**src/rtl/seq_muldiv_ctrl.sv**
```systemverilog
// seq_muldiv_ctrl: sequential unsigned multiply / divide controller.
// One WIDTH+1-bit adder/subtractor is shared by shift-add multiply and
// restoring divide. Each operation runs one iteration per clock behind a
// valid/ready handshake on both sides.
module seq_muldiv_ctrl #(
  parameter int WIDTH = 16
) (
  input  logic             clk,
  input  logic             rst,
  input  logic             in_valid,
  output logic             in_ready,
  input  logic             op,
  input  logic [WIDTH-1:0] a,
  input  logic [WIDTH-1:0] b,
  output logic             out_valid,
  input  logic             out_ready,
  output logic [WIDTH-1:0] res_hi,
  output logic [WIDTH-1:0] res_lo,
  output logic             div_zero
);

  localparam int CW = (WIDTH > 1) ? $clog2(WIDTH) : 1;
  localparam logic [CW-1:0] LAST_ITER = CW'(WIDTH - 1);

  typedef enum logic [1:0] {IDLE, RUN, DONE} state_t;

  state_t state, next_state;

  logic [CW-1:0]    cnt;
  logic             op_r;
  logic [WIDTH-1:0] a_r;
  logic [WIDTH-1:0] b_r;
  logic [WIDTH-1:0] acc_p;
  logic [WIDTH-1:0] acc_m;

  logic             accept;
  logic             div_by_zero_req;
  logic             last_iter;

  logic [WIDTH:0]   div_shift;
  logic [WIDTH:0]   add_a;
  logic [WIDTH:0]   add_b;
  logic             add_cin;
  logic [WIDTH:0]   add_sum;
  logic [WIDTH-1:0] p_next;
  logic [WIDTH-1:0] m_next;

  // State register; reset aborts any operation in flight.
  always_ff @(posedge clk or posedge rst) begin
    if (rst) begin
      state <= IDLE;
    end else begin
      state <= next_state;
    end
  end

  // Next-state and handshake outputs; only IDLE accepts, only DONE presents.
  always_comb begin
    next_state      = state;
    in_ready        = 1'b0;
    out_valid       = 1'b0;
    accept          = 1'b0;
    div_by_zero_req = op && (b == '0);
    last_iter       = (cnt == LAST_ITER);
    case (state)
      IDLE: begin
        in_ready = 1'b1;
        if (in_valid) begin
          accept     = 1'b1;
          next_state = div_by_zero_req ? DONE : RUN;
        end
      end
      RUN: begin
        if (last_iter) begin
          next_state = DONE;
        end
      end
      DONE: begin
        out_valid = 1'b1;
        if (out_ready) begin
          next_state = IDLE;
        end
      end
      default: next_state = IDLE;
    endcase
  end

  // Shared adder and one iteration of either algorithm. Multiply adds the
  // multiplicand into P (carry kept in bit WIDTH) then shifts {c,P,M} right;
  // divide shifts {R,Q} left and subtracts the divisor via ~b + 1, keeping
  // the difference only when its sign bit is clear.
  always_comb begin
    div_shift = {acc_p, acc_m[WIDTH-1]};
    add_a     = {1'b0, acc_p};
    add_b     = '0;
    add_cin   = 1'b0;
    if (op_r) begin
      add_a   = div_shift;
      add_b   = ~{1'b0, b_r};
      add_cin = 1'b1;
    end else if (acc_m[0]) begin
      add_b = {1'b0, a_r};
    end
    add_sum = add_a + add_b + {{WIDTH{1'b0}}, add_cin};

    p_next = add_sum[WIDTH:1];
    m_next = {add_sum[0], acc_m[WIDTH-1:1]};
    if (op_r) begin
      if (!add_sum[WIDTH]) begin
        p_next = add_sum[WIDTH-1:0];
        m_next = {acc_m[WIDTH-2:0], 1'b1};
      end else begin
        p_next = div_shift[WIDTH-1:0];
        m_next = {acc_m[WIDTH-2:0], 1'b0};
      end
    end
  end

  // Operand capture, iteration registers and result registers. Results
  // change only on the final iteration or a divide-by-zero accept, so they
  // stay stable for the whole time DONE waits on the consumer.
  always_ff @(posedge clk or posedge rst) begin
    if (rst) begin
      cnt      <= '0;
      op_r     <= 1'b0;
      a_r      <= '0;
      b_r      <= '0;
      acc_p    <= '0;
      acc_m    <= '0;
      res_hi   <= '0;
      res_lo   <= '0;
      div_zero <= 1'b0;
    end else if (accept) begin
      op_r  <= op;
      a_r   <= a;
      b_r   <= b;
      acc_p <= '0;
      acc_m <= op ? a : b;
      cnt   <= '0;
      if (div_by_zero_req) begin
        res_hi   <= a;
        res_lo   <= '1;
        div_zero <= 1'b1;
      end else begin
        div_zero <= 1'b0;
      end
    end else if (state == RUN) begin
      acc_p <= p_next;
      acc_m <= m_next;
      cnt   <= cnt + 1'b1;
      if (last_iter) begin
        res_hi <= p_next;
        res_lo <= m_next;
      end
    end
  end

endmodule

```
**config.mk**
```make
export PLATFORM = sky130hd
export DESIGN_NAME = seq_muldiv_ctrl
export DESIGN_NICKNAME = d
export VERILOG_FILES = /design/src/rtl/seq_muldiv_ctrl.sv
export SDC_FILE = /design/constraint.sdc
export NUM_CORES = 1
export LEC_CHECK = 0
export BUFFER_PORTS_ARGS = -buffer_cell sky130_fd_sc_hd__buf_2
export CORE_MARGIN = 2
export CORE_UTILIZATION = 39
export CTS_CLUSTER_DIAMETER = 50
export CTS_CLUSTER_SIZE = 25
export DETAILED_ROUTE_END_ITERATION = 7
export GPL_TIMING_DRIVEN = 0
export PLACE_DENSITY_LB_ADDON = 0.05
export SLEW_MARGIN = 30
export SYNTH_ARGS = -nofsm -noshare
export SYNTH_HDL_FRONTEND = slang
export SYNTH_SLANG_ARGS = --single-unit
```
**constraint.sdc**
```tcl
create_clock -name clk -period 8.7 [get_ports clk]
set_input_delay 1.305 -clock clk [delete_from_list [all_inputs] [get_ports clk]]
set_output_delay 1.305 -clock clk [all_outputs]
set_load 0.01 [all_outputs]
```
Word level (Yosys, flattened, before mapping)
Index checks and enable logic that the tools add are counted.

Register bits: 104. Bits of input ports: 37. Output and inout bits: 35. Logic and storage cells: 61.

Add/sub/neg operators: 3. Eq/ne operators: 7. Multiplexer cells: 33. Bitwise operators: 1. Reductions and logical operators: 7.

Operator list (number): 16-bit 2-to-1 mux (17); 17-bit 2-to-1 mux (2); 17-bit by 1-bit adder with 17-bit output (1); 17-bit adder (1); 16-bit NOT with 17-bit output (1); 16-bit zero test (1); 2-bit 2-to-1 mux (4); 4-bit 2-to-1 mux (2); 1-bit 2-to-1 mux (7); 2-bit inequality test, second input constant (3); 2-bit case mux with 3 select lines (1); 3-bit AND reduction (2); 4-bit by 1-bit adder with 4-bit output, second input constant (1); 4-bit == test, second input constant (1); 2-bit nonzero test (2); 2-bit by 1-bit == test with 1-bit output, second input constant (1); 2-bit == test, second input constant (1); 2-bit zero test (1); 2-bit by 1-bit inequality test with 1-bit output, second input constant (1); 1-bit logical AND (1).

Logic depth before layout (Yosys ltp)
Gate-level depths: netlist (run 1).

Word-level depth: 9. Mapped depth: 17.

Least setup slack after synthesis (run 1)
Ideal clock, no wire load.

Path type: reg2reg. Start: register op_r. End: register acc_p[11]. Setup time: 0.135 ns. Arrival: 3.816 ns. Data required time: 8.565 ns. Slack: 4.749 ns. Stages on the path, launching flop included: 15. Clock period less this slack: 3.951 ns. Cells stage by stage: dfrtp_1 -> clkbuf_1 -> clkbuf_1 -> clkbuf_1 -> mux2_2 -> ha_1 -> a21o_1 -> a21oi_1 -> o22ai_2 -> o211a_1 -> nor3_2 -> buf_6 -> mux2_2 -> mux2i_1 -> o21ai_0.

Word-level cells in the longest chain between the ends: 7. Elaborated cells on any way between the ends: 9. Classes of those cells: add/sub: 2; mux: 7.

Ends and longest elaborated chain: start, declared (RTL line 30) `logic op_r;`; start signal, assigned (RTL line 134) `op_r <= op;`; 17-bit 2-to-1 mux (RTL line 97) `if (op_r) begin`; 17-bit adder (RTL line 104) `add_sum = add_a + add_b + {{WIDTH{1'b0}}, add_cin};`; 17-bit by 1-bit adder with 17-bit output (RTL line 104); 16-bit 2-to-1 mux (RTL line 109) `if (!add_sum[WIDTH]) begin`; 16-bit 2-to-1 mux * (RTL line 108) `if (op_r) begin`; 16-bit 2-to-1 mux * (RTL line 147) `end else if (state == RUN) begin`; 16-bit 2-to-1 mux * (RTL line 133) `end else if (accept) begin`; end signal, assigned (RTL line 148) `acc_p <= p_next;`; end, declared (RTL line 33) `logic [WIDTH-1:0] acc_p;`.

Every way passes the cells marked *; elsewhere a longest branch is shown, timed or not. The select of a mux whose other input is x is not followed. A chain may end at the register's enable or synchronous reset.

Worst setup path after layout (run 1)
Start: register op_r. End: register res_hi[5].

Word-level cells in the longest chain between the ends: 8. Elaborated cells on any way between the ends: 10. Classes of those cells: add/sub: 2; mux: 8.

Ends and longest elaborated chain: 17-bit 2-to-1 mux (RTL line 97); 17-bit adder (RTL line 104); 17-bit by 1-bit adder with 17-bit output (RTL line 104); 16-bit 2-to-1 mux (RTL line 109); 16-bit 2-to-1 mux * (RTL line 108); 16-bit 2-to-1 mux * (RTL line 151) `if (last_iter) begin`; 16-bit 2-to-1 mux * (RTL line 147); 16-bit 2-to-1 mux * (RTL line 133); end signal, assigned (RTL line 152) `res_hi <= p_next;`; end, declared (RTL line 17) `output logic [WIDTH-1:0] res_hi,`.

Marked as above.

==> flow_metrics.env, run 1 <==
export IMPL_timing_hold_ws_ns=0.475
export IMPL_cp_start_kind="flip-flop"
export IMPL_clk_latency_ns=0.36
export IMPL_finalSetupTns_ns=0
export IMPL_numClockSinks=104
export IMPL_synth_area_mux_share_pct=9.90
export IMPL_yosys_area_share_simple_pct=18.3
export IMPL_min_period_ns=5.27
export IMPL_slew_violations=0
export IMPL_synth_compound_area_share_pct=18.9
export IMPL_drv_cap=0
export IMPL_crit_family="buffers and inverters"
export IMPL_postSynthAreaPerCell_um2=8.82
export IMPL_r2r_slack_ns=3.43
export IMPL_layout_nets=815
export IMPL_n_antenna_cell=0
export IMPL_std_cell_rows=45
export IMPL_criticalPathCategory="reg2reg"
export IMPL_synthTopCellsByCount="nand2_1 (158), dfrtp_1 (104), o21ai_0 (58)"
export IMPL_fp_coreArea_um2=15100
export IMPL_yosysTopAreaCell="dfrtp_1"
export IMPL_ant_nets=0
export IMPL_clock_path_buffers=2
export IMPL_cts_resized=0
export IMPL_finalCritPeriodShare_pct=60.6
export IMPL_synthFlopType="dfrtp_1"
export IMPL_hold_depth=2
export IMPL_syn_num_nets=733
export IMPL_drc=0
export IMPL_gp_congestion=0.905
export IMPL_grt_pass1_wl_mm=31.7
export IMPL_overflow=0
export IMPL_r2r_cells=14
export IMPL_ys_seq_area_share_pct=43.5
export IMPL_pre_cts_ws_ns=3.50
export IMPL_finalSetupViolCount=0
export IMPL_drtIter0Drc=499
export IMPL_hpwl_mm=15.5
export IMPL_crit_path_end_kind="flip-flop"
export IMPL_worstSetupPathDepth=14
export IMPL_synth_edf_count=0
export IMPL_post_cts_setup_buffers=0
export IMPL_crit_arrival_ns=5.57
export IMPL_path_buf_inv=4
export IMPL_drive_gt1_share_pct=15.9
export IMPL_synth_warnings=0
export IMPL_skew_ns=0.00794
export IMPL_postCtsHoldBufs=0
export IMPL_rsz0062_at_grt="no"
export IMPL_area_growth_pct=15.4
export IMPL_die_width_um=128
export IMPL_dr_total_vias=5477
export IMPL_grt_pass1_vias=5260
export IMPL_antenna_found_initial=0
export IMPL_avgViaCountPerCell=5.75
export IMPL_holdCritPathClass="reg2reg"
export IMPL_synthXorXnorAreaFrac_pct=1.90
export IMPL_initial_core_util_pct=39.6
export IMPL_root_buffer="clkbuf_16"
export IMPL_max_freq_ghz=0.190
export IMPL_routed_wl_mm=20.6
export IMPL_cp_max_fo=10
export IMPL_clk_pin_slew_ns=0.08
export IMPL_numPortBuffers=70
export IMPL_synth_cell_area_um2=5980
export IMPL_syn_inst=678
export IMPL_synth_top_cell_area_share_pct=43.5
export IMPL_synth_top_family_by_area="compound AO/OA/AOI/OAI gates"
export IMPL_finalWorstSetupSlack_ns=3.43
export IMPL_num_io_pins=72
export IMPL_cts_inserted_buffers=9
export IMPL_slew_headroom_pct=37.0
export IMPL_worstPathRequired_ns=9.00
export IMPL_cp_common_cell="clkbuf_1"
export IMPL_wl_per_cell_um=21.7
export IMPL_grt_max_degree=55
export IMPL_yosys_area_share_adder_pct=4.02
export IMPL_cts_tree="done"
export IMPL_dieArea_um2=16300
export IMPL_yosysMostFrequentCell="nand2_1"
export IMPL_cts_max_level=3
export IMPL_outcome="completed"
export IMPL_slowest_stage="clkbuf_1"
export IMPL_first_pass_iters=5
export IMPL_synthArstFlopShare_pct=100
export IMPL_critical_path_max_stage_delay_ns=0.72
export IMPL_ys_ff_latch=104
export IMPL_hold_violations=0
export IMPL_ys_types=52
export IMPL_chipHeight_um=128
export IMPL_tightest_slew_ns=0.946
export IMPL_synth_area_top_cells="dfrtp_1 (44%), nand2_1 (9.9%), mux2i_1 (6.7%)"
export IMPL_path_cells="clkbuf_1 > clkbuf_1 > clkbuf_1 > mux2_2 > ha_1 > and3_1 > nand3_1 > a211oi_2 > nor4b_1 > nor3_2 > buf_6 > mux2i_1 > a211oi_1 > o22a_1"
export IMPL_grt_use_total_pct=26.2
[cell usage in the layout (no fill, tap or decap), types with 17 or more instances in the layout]
master,instances
clkbuf_1,34
dfrtp_1,104
mux2_2,17
nand2_1,158
nor2_1,47
o21ai_0,58
mux2i_1,40
a21oi_1,35
o211ai_1,18
buf_2,72
[layout make-up]
class	instances	area (µm²)
Clock inverter	7	78.8
Multi-Input combinational cell	521	3170
Tap cell	188	235
Inverter	10	42.5
Sequential cell	104	2600
Timing Repair Buffer	71	378
Clock buffer	9	225
Buffer	43	171
Fill cell	1530	8190
[layer usage]
layer / GRT usage [%] / vias up / share of wire [%]
met1: 38.4 / 2689 / 46
met2: 39.7 / 214 / 44
met5: 0 / - / 0
li1: - / 2545 / -
met4: 8.02 / 0 / 2.3
met3: 4.55 / 29 / 7.0
[final timing paths]
| path | endpoint | startpoint |
|---|---|---|
| setup / recovery | res_hi[5]$_DFFE_PP0P_ | op_r$_DFFE_PP0P_ |
| hold / removal | b_r[5]$_DFFE_PP0P_ | b_r[5]$_DFFE_PP0P_ |
| setup reg to reg | res_hi[5]$_DFFE_PP0P_ | op_r$_DFFE_PP0P_ |
| hold reg to reg | b_r[5]$_DFFE_PP0P_ | b_r[5]$_DFFE_PP0P_ |
| max in group asynchronous | acc_p[5]$_DFFE_PP0P_ | rst |
| min in group asynchronous | acc_m[11]$_DFFE_PP0P_ | rst |
[registers in the layout, indices dropped and copies added, names as in the netlist]
signal / cells
div_zero: 1
cnt: 4
res_lo: 16
b_r: 16
acc_p: 16
acc_m: 16
state: 2
a_r: 16
op_r: 1
res_hi: 16
[worst register-to-register path, delay by kind of cell (launching register included)]
family,cells,cell delay [ns]
flip-flops,1,0.53
AND/OR/NAND/NOR,4,0.77
AO/OA/AOI/OAI,3,1.12
buffers and inverters,4,1.89
multiplexers,2,0.55
adder cells (fa/ha/maj),1,0.37
[metrics by stage]
step | cells | instance area (µm²) | util (%)
after global routing | 953 | 6900 | 45.7
after global placement | 936 | 6570 | 43.5
after floorplan | 678 | 5980 | -
after CTS | 953 | 6900 | 45.7
after detailed placement | 937 | 6600 | 43.7
final | 953 | 6900 | 45.7
[kinds of logic after synthesis]
kind of cell | count (synthesis)
adder cells (fa/ha/maj) | 18
buffers and inverters | 53
flip-flops | 104
multiplexers | 57
XOR/XNOR | 13
AO/OA/AOI/OAI | 174
AND/OR/NAND/NOR | 259
Power of run 1 is not shown: default switching activity piles up to over one toggle a cycle in this logic, so the estimate is an artifact.
==> run 2, diff against run 1 <==
--- a/config.mk
+++ b/config.mk
@@ -5,6 +5,7 @@
 export SDC_FILE = /design/constraint.sdc
 export NUM_CORES = 1
 export LEC_CHECK = 0
+export ABC_AREA = 1
 export BUFFER_PORTS_ARGS = -buffer_cell sky130_fd_sc_hd__buf_2
 export CORE_MARGIN = 2
 export CORE_UTILIZATION = 39
==> constraint.sdc (replaced) <==
create_clock -name clk -period 5.1 [get_ports clk]
set_input_delay 0.765 -clock clk [delete_from_list [all_inputs] [get_ports clk]]
set_output_delay 0.765 -clock clk [all_outputs]
set_load 0.01 [all_outputs]
==> flow_metrics.env, run 2 <==
export IMPL_grt_use_met3_pct=1.66
export IMPL_cts_max_level=3
export IMPL_num_io_pins=72
export IMPL_slew_violations=0
export IMPL_root_buffer="clkbuf_16"
export IMPL_synthFlopType="dfrtp_1"
export IMPL_finalSetupViolCount=0
export IMPL_synth_top_family_by_area="simple AND/OR/NAND/NOR gates"
export IMPL_postSynthAreaPerCell_um2=7.18
export IMPL_grt_use_total_pct=24.0
export IMPL_yosysMostFrequentCell="nand2_1"
export IMPL_nFillCells=1682
export IMPL_criticalPathCategory="reg2reg"
export IMPL_hold_violations=0
export IMPL_r2r_cells=23
export IMPL_syn_num_nets=940
export IMPL_synthTopCellsByCount="nand2_1 (309), inv_1 (105), dfrtp_1 (104)"
export IMPL_area_growth_pct=15.1
export IMPL_gp_congestion=0.839
export IMPL_worstPathRequired_ns=5.38
export IMPL_outcome="completed"
export IMPL_clk_latency_ns=0.35
export IMPL_cts_resized=0
export IMPL_first_pass_iters=6
export IMPL_cp_max_fo=10
export IMPL_numClockSinks=104
export IMPL_wl_per_cell_um=17.2
export IMPL_finalSetupTns_ns=0
export IMPL_grt_pass1_vias=5884
export IMPL_syn_inst=885
export IMPL_met2_usage_pct=39.2
export IMPL_crit_path_end_kind="flip-flop"
export IMPL_avgViaCountPerCell=5.03
export IMPL_synth_cell_area_um2=6350
export IMPL_ys_ff_latch=104
export IMPL_gr_max_usage_layer="met2"
export IMPL_synth_edf_count=0
export IMPL_n_antenna_cell=0
export IMPL_tightest_slew_ns=0.754
export IMPL_r2r_start="op_r$_DFFE_PP0P_"
export IMPL_cts_tree="done"
export IMPL_cts_inserted_buffers=9
export IMPL_synth_area_mux_share_pct=0
export IMPL_layout_nets=1023
export IMPL_yosysTopAreaCell="dfrtp_1"
export IMPL_slew_headroom_pct=49.7
export IMPL_synthXorXnorAreaFrac_pct=0.827
export IMPL_clk_pin_slew_ns=0.07
export IMPL_holdCritPathClass="in2async"
export IMPL_mostFrequentLayoutCells="nand2_1 (309), inv_1 (104), dfrtp_1 (104)"
export IMPL_rsz0062_at_grt="no"
export IMPL_synth_warnings=0
export IMPL_min_period_ns=4.41
export IMPL_r2r_slack_ns=0.69
export IMPL_hpwl_mm=15.9
export IMPL_grtUsageMet1_pct=34.1
export IMPL_std_cell_rows=46
export IMPL_ant_nets=0
export IMPL_max_freq_ghz=0.227
export IMPL_post_cts_setup_buffers=0
export IMPL_drv_cap=0
export IMPL_dr_total_vias=5981
export IMPL_crit_arrival_ns=4.69
export IMPL_finalCritPeriodShare_pct=86.4
export IMPL_antenna_found_initial=0
export IMPL_synth_area_top_cells="dfrtp_1 (41%), nand2_1 (18%), o21ai_0 (6.5%)"
export IMPL_die_width_um=132
export IMPL_synth_compound_area_share_pct=17.7
export IMPL_synthArstFlopShare_pct=100
export IMPL_yosys_area_share_simple_pct=27.4
export IMPL_skew_ns=0.00856
export IMPL_numPortBuffers=71
export IMPL_yosys_area_share_adder_pct=3.78
export IMPL_grt_pass1_wl_mm=32.4
export IMPL_timing_rr_end="res_hi[2]$_DFFE_PP0P_"
export IMPL_ys_types=41
export IMPL_drc=0
export IMPL_overflow=0
export IMPL_clock_path_buffers=2
export IMPL_postCtsHoldBufs=0
export IMPL_cp_start_kind="flip-flop"
export IMPL_synth_top_cell_area_share_pct=41.0
export IMPL_chipHeight_um=132
export IMPL_drtIter0Drc=394
export IMPL_final_common_cell="nand2_1"
export IMPL_dieArea_um2=17300
export IMPL_fp_coreArea_um2=15900
export IMPL_grt_max_degree=67
export IMPL_routed_wl_mm=20.5
export IMPL_initial_core_util_pct=40.0
export IMPL_drive_gt1_share_pct=14.1
export IMPL_ys_seq_area_share_pct=41.0
[run 2: cell count changes after synthesis, moves of 12 or more]
cell,previous run,this run
o21ai_0,58,83
mux2i_1,40,0
nand2_1,158,309
a211oi_1,14,0
mux2_2,17,0
inv_1,9,105
nand3_1,16,28
o211ai_1,18,31
o22ai_1,0,15
[run 2: worst max path at each step]
stage | startpoint | end | slack [ns]
5_1_grt | op_r$_DFFE_PP0P_ | res_hi[0]$_DFFE_PP0P_ | 0.43
6_report | op_r$_DFFE_PP0P_ | res_hi[2]$_DFFE_PP0P_ | 0.69
3_5_place_dp | op_r$_DFFE_PP0P_ | res_hi[2]$_DFFE_PP0P_ | 0.72
2_1_floorplan | rst | a_r[0]$_DFFE_PP0P_ | 1.60
3_3_place_gp | rst | acc_p[2]$_DFFE_PP0P_ | 0.17
4_1_cts | op_r$_DFFE_PP0P_ | res_hi[2]$_DFFE_PP0P_ | 0.70
[run 2: cell type report]
type | count | area, µm² | share of cell area, %
repair buffers | 72 | 383 | 5.24
plain buffers | 44 | 191 | 2.62
clock buffers | 13 | 260 | 3.56
flip-flops and latches | 104 | 2600 | 35.6
clock inverters | 3 | 40.0 | 0.547
well taps | 216 | 270 | 3.70
multi-input cells | 630 | 3160 | 43.2
inverters | 107 | 407 | 5.56
[run 2: routing by layer]
layer | routed length, µm | up-vias
met3 | 657 | 25
li1 | - | 3013
met4 | 453 | 0
met5 | 0 | -
met2 | 9360 | 139
met1 | 10000 | 2804
[run 2: worst max-delay path: stages (launching register included)]
cell      delay (ns)
dfrtp_1         0.54
clkbuf_1        0.56
nor2_1          0.19
inv_1           0.20
buf_1           0.38
o22ai_1         0.16
fa_1            0.50
inv_1           0.11
fa_1            0.26
inv_1           0.07
nand2_1         0.11
nand2_1         0.08
nand3_1         0.09
nand2_2         0.10
nand2_4         0.10
nand2_2         0.07
nand2_2         0.09
nand3_4         0.09
buf_6           0.17
nand2_1         0.06
nand2_1         0.05
nand2_1         0.08
nand2_1         0.11
a21oi_2         0.14
[run 2: metrics by stage]
stage          cells  area, µm²  hold WS (ns)  setup WS [ns]  util, %
3_5_place_dp    1173       7010         0.460          0.720     44.1
3_3_place_gp    1172       6980         0.463          0.170     43.9
5_1_grt         1189       7310         0.445          0.428     46.0
4_1_cts         1189       7310         0.422          0.700     46.0
2_1_floorplan    885       6350         0.448           1.60        -
6_report        1189       7310         0.406          0.692     46.0
[run 2: kinds of logic (layout without fill, tap and decap cells)]
family,after synthesis,in the layout
xor gates and xnor gates,6,6
DFF,104,104
AOI/OAI and AO/OA,191,191
adders and majority gates,18,18
and+or+nand+nor,415,415
buffers and inverters,151,239
Power of run 2 is left out for the same reason.
==> run 3, diff against run 2 <==
--- a/config.mk
+++ b/config.mk
@@ -7,13 +7,14 @@
 export LEC_CHECK = 0
 export ABC_AREA = 1
 export BUFFER_PORTS_ARGS = -buffer_cell sky130_fd_sc_hd__buf_2
-export CORE_MARGIN = 2
+export CORE_MARGIN = 4
 export CORE_UTILIZATION = 39
 export CTS_CLUSTER_DIAMETER = 50
 export CTS_CLUSTER_SIZE = 25
 export DETAILED_ROUTE_END_ITERATION = 7
 export GPL_TIMING_DRIVEN = 0
 export PLACE_DENSITY_LB_ADDON = 0.05
+export SKIP_LAST_GASP = 1
 export SLEW_MARGIN = 30
 export SYNTH_ARGS = -nofsm -noshare
 export SYNTH_HDL_FRONTEND = slang
==> flow_metrics.env, run 3 (synthesis results as in run 2) <==
export IMPL_post_cts_setup_buffers=0
export IMPL_holdCritPathClass="in2async"
export IMPL_min_period_ns=4.34
export IMPL_ant_nets=0
export IMPL_n_antenna_cell=0
export IMPL_cts_max_level=3
export IMPL_timing_hold_ws_ns=0.420
export IMPL_fp_coreArea_um2=15900
export IMPL_drtIter0Drc=411
export IMPL_cp_common_cell="nand2_1"
export IMPL_die_width_um=136
export IMPL_numPortBuffers=71
export IMPL_tightest_slew_ns=0.803
export IMPL_max_freq_ghz=0.230
export IMPL_slew_headroom_pct=46.5
export IMPL_cp_max_fo=10
export IMPL_grt_pass1_wl_mm=33.1
export IMPL_stdcell_count=1189
export IMPL_cp_start_kind="flip-flop"
export IMPL_clk_pin_slew_ns=0.07
export IMPL_cts_inserted_buffers=9
export IMPL_layout_nets=1023
export IMPL_r2r_cells=23
export IMPL_routed_wl_mm=20.7
export IMPL_wl_per_cell_um=17.4
export IMPL_dieArea_um2=18400
export IMPL_critical_path_max_stage_delay_ns=0.55
export IMPL_hold_violations=0
export IMPL_finalSetupTns_ns=0
export IMPL_rsz0062_at_grt="no"
export IMPL_crit_family="buffers and inverters"
export IMPL_postCtsHoldBufs=0
export IMPL_crit_arrival_ns=4.63
export IMPL_root_buffer="clkbuf_16"
export IMPL_hpwl_mm=16.2
export IMPL_timing_rr_end="res_hi[1]$_DFFE_PP0P_"
export IMPL_cts_tree="done"
export IMPL_initial_core_util_pct=39.9
export IMPL_finalSetupViolCount=0
export IMPL_mostFrequentLayoutCells="nand2_1 (309), inv_1 (104), dfrtp_1 (104)"
export IMPL_clk_latency_ns=0.36
export IMPL_r2r_slack_ns=0.76
export IMPL_gp_congestion=0.863
export IMPL_first_pass_iters=5
export IMPL_worstSetupPathDepth=23
export IMPL_path_cells="clkbuf_1 > nor2_1 > inv_1 > buf_1 > o22ai_1 > fa_1 > inv_1 > fa_1 > inv_1 > nand2_1 > nand2_1 > nand3_1 > nand2_2 > nand2_4 > nand2_2 > nand2_2 > nand3_4 > buf_6 > nand2_1 > nand2_1 > nand2_1 > nand2_1 > a21oi_2"
export IMPL_cts_resized=0
export IMPL_crit_path_end_kind="flip-flop"
export IMPL_slowest_stage="clkbuf_1"
export IMPL_finalCritPeriodShare_pct=85.1
export IMPL_dr_total_vias=5948
export IMPL_path_buf_inv=6
export IMPL_outcome="completed"
export IMPL_area_growth_pct=15.5
export IMPL_num_io_pins=72
export IMPL_drive_gt1_share_pct=14.3
export IMPL_dp_cells=1173
export IMPL_overflow=0
export IMPL_numClockSinks=104
export IMPL_grt_max_degree=56
export IMPL_skew_ns=0.0113
export IMPL_chipHeight_um=136
export IMPL_criticalPathCategory="reg2reg"
export IMPL_grt_use_total_pct=23.4
export IMPL_nFillCells=1746
export IMPL_drc=0
export IMPL_drv_cap=0
export IMPL_slew_violations=0
export IMPL_worstPathRequired_ns=5.39
export IMPL_antenna_found_initial=0
export IMPL_final_common_cell="nand2_1"
export IMPL_std_cell_rows=46
export IMPL_clock_path_buffers=2
export IMPL_grt_pass1_vias=5950
export IMPL_avgViaCountPerCell=5.00
export IMPL_r2r_start="op_r$_DFFE_PP0P_"
## run 3: area by class of cell
cell class / instances / area [µm²] / share of cell area (%)
Inverter: 107 / 409 / 5.57
Multi-Input combinational cell: 630 / 3160 / 43.0
Sequential cell: 104 / 2600 / 35.5
Timing Repair Buffer: 72 / 383 / 5.22
Clock inverter: 7 / 100 / 1.36
Clock buffer: 9 / 225 / 3.07
Tap cell: 216 / 270 / 3.68
Buffer: 44 / 191 / 2.61
## run 3: worst max path at each step
stage / start / endpoint
6_report: op_r$_DFFE_PP0P_ / res_hi[1]$_DFFE_PP0P_
5_1_grt: op_r$_DFFE_PP0P_ / res_hi[1]$_DFFE_PP0P_
4_1_cts: op_r$_DFFE_PP0P_ / res_hi[1]$_DFFE_PP0P_
3_5_place_dp: op_r$_DFFE_PP0P_ / res_hi[1]$_DFFE_PP0P_
3_3_place_gp: rst / res_hi[6]$_DFFE_PP0P_
2_1_floorplan: rst / a_r[0]$_DFFE_PP0P_
## run 3: stage by stage
| step | setup WS (ns) | utilization, % | instance area [µm²] |
|---|---|---|---|
| final | 0.761 | 46.0 | 7340 |
| after global routing | 0.370 | 46.0 | 7340 |
| after CTS | 0.750 | 46.0 | 7340 |
| after detailed placement | 0.786 | 44.0 | 7020 |
| after global placement | 0.141 | 43.8 | 6980 |
| after floorplan | 1.60 | - | 6350 |
## run 3: layer usage
metal / global-route usage (%) / share of wire [%] / up-vias
met3: 1.78 / 2.9 / 24
met4: 6.94 / 1.9 / 0
met5: 0 / 0 / -
met2: 37.9 / 47 / 126
li1: - / - / 3021
met1: 33.6 / 48 / 2777
Power of run 3 is left out for the same reason.
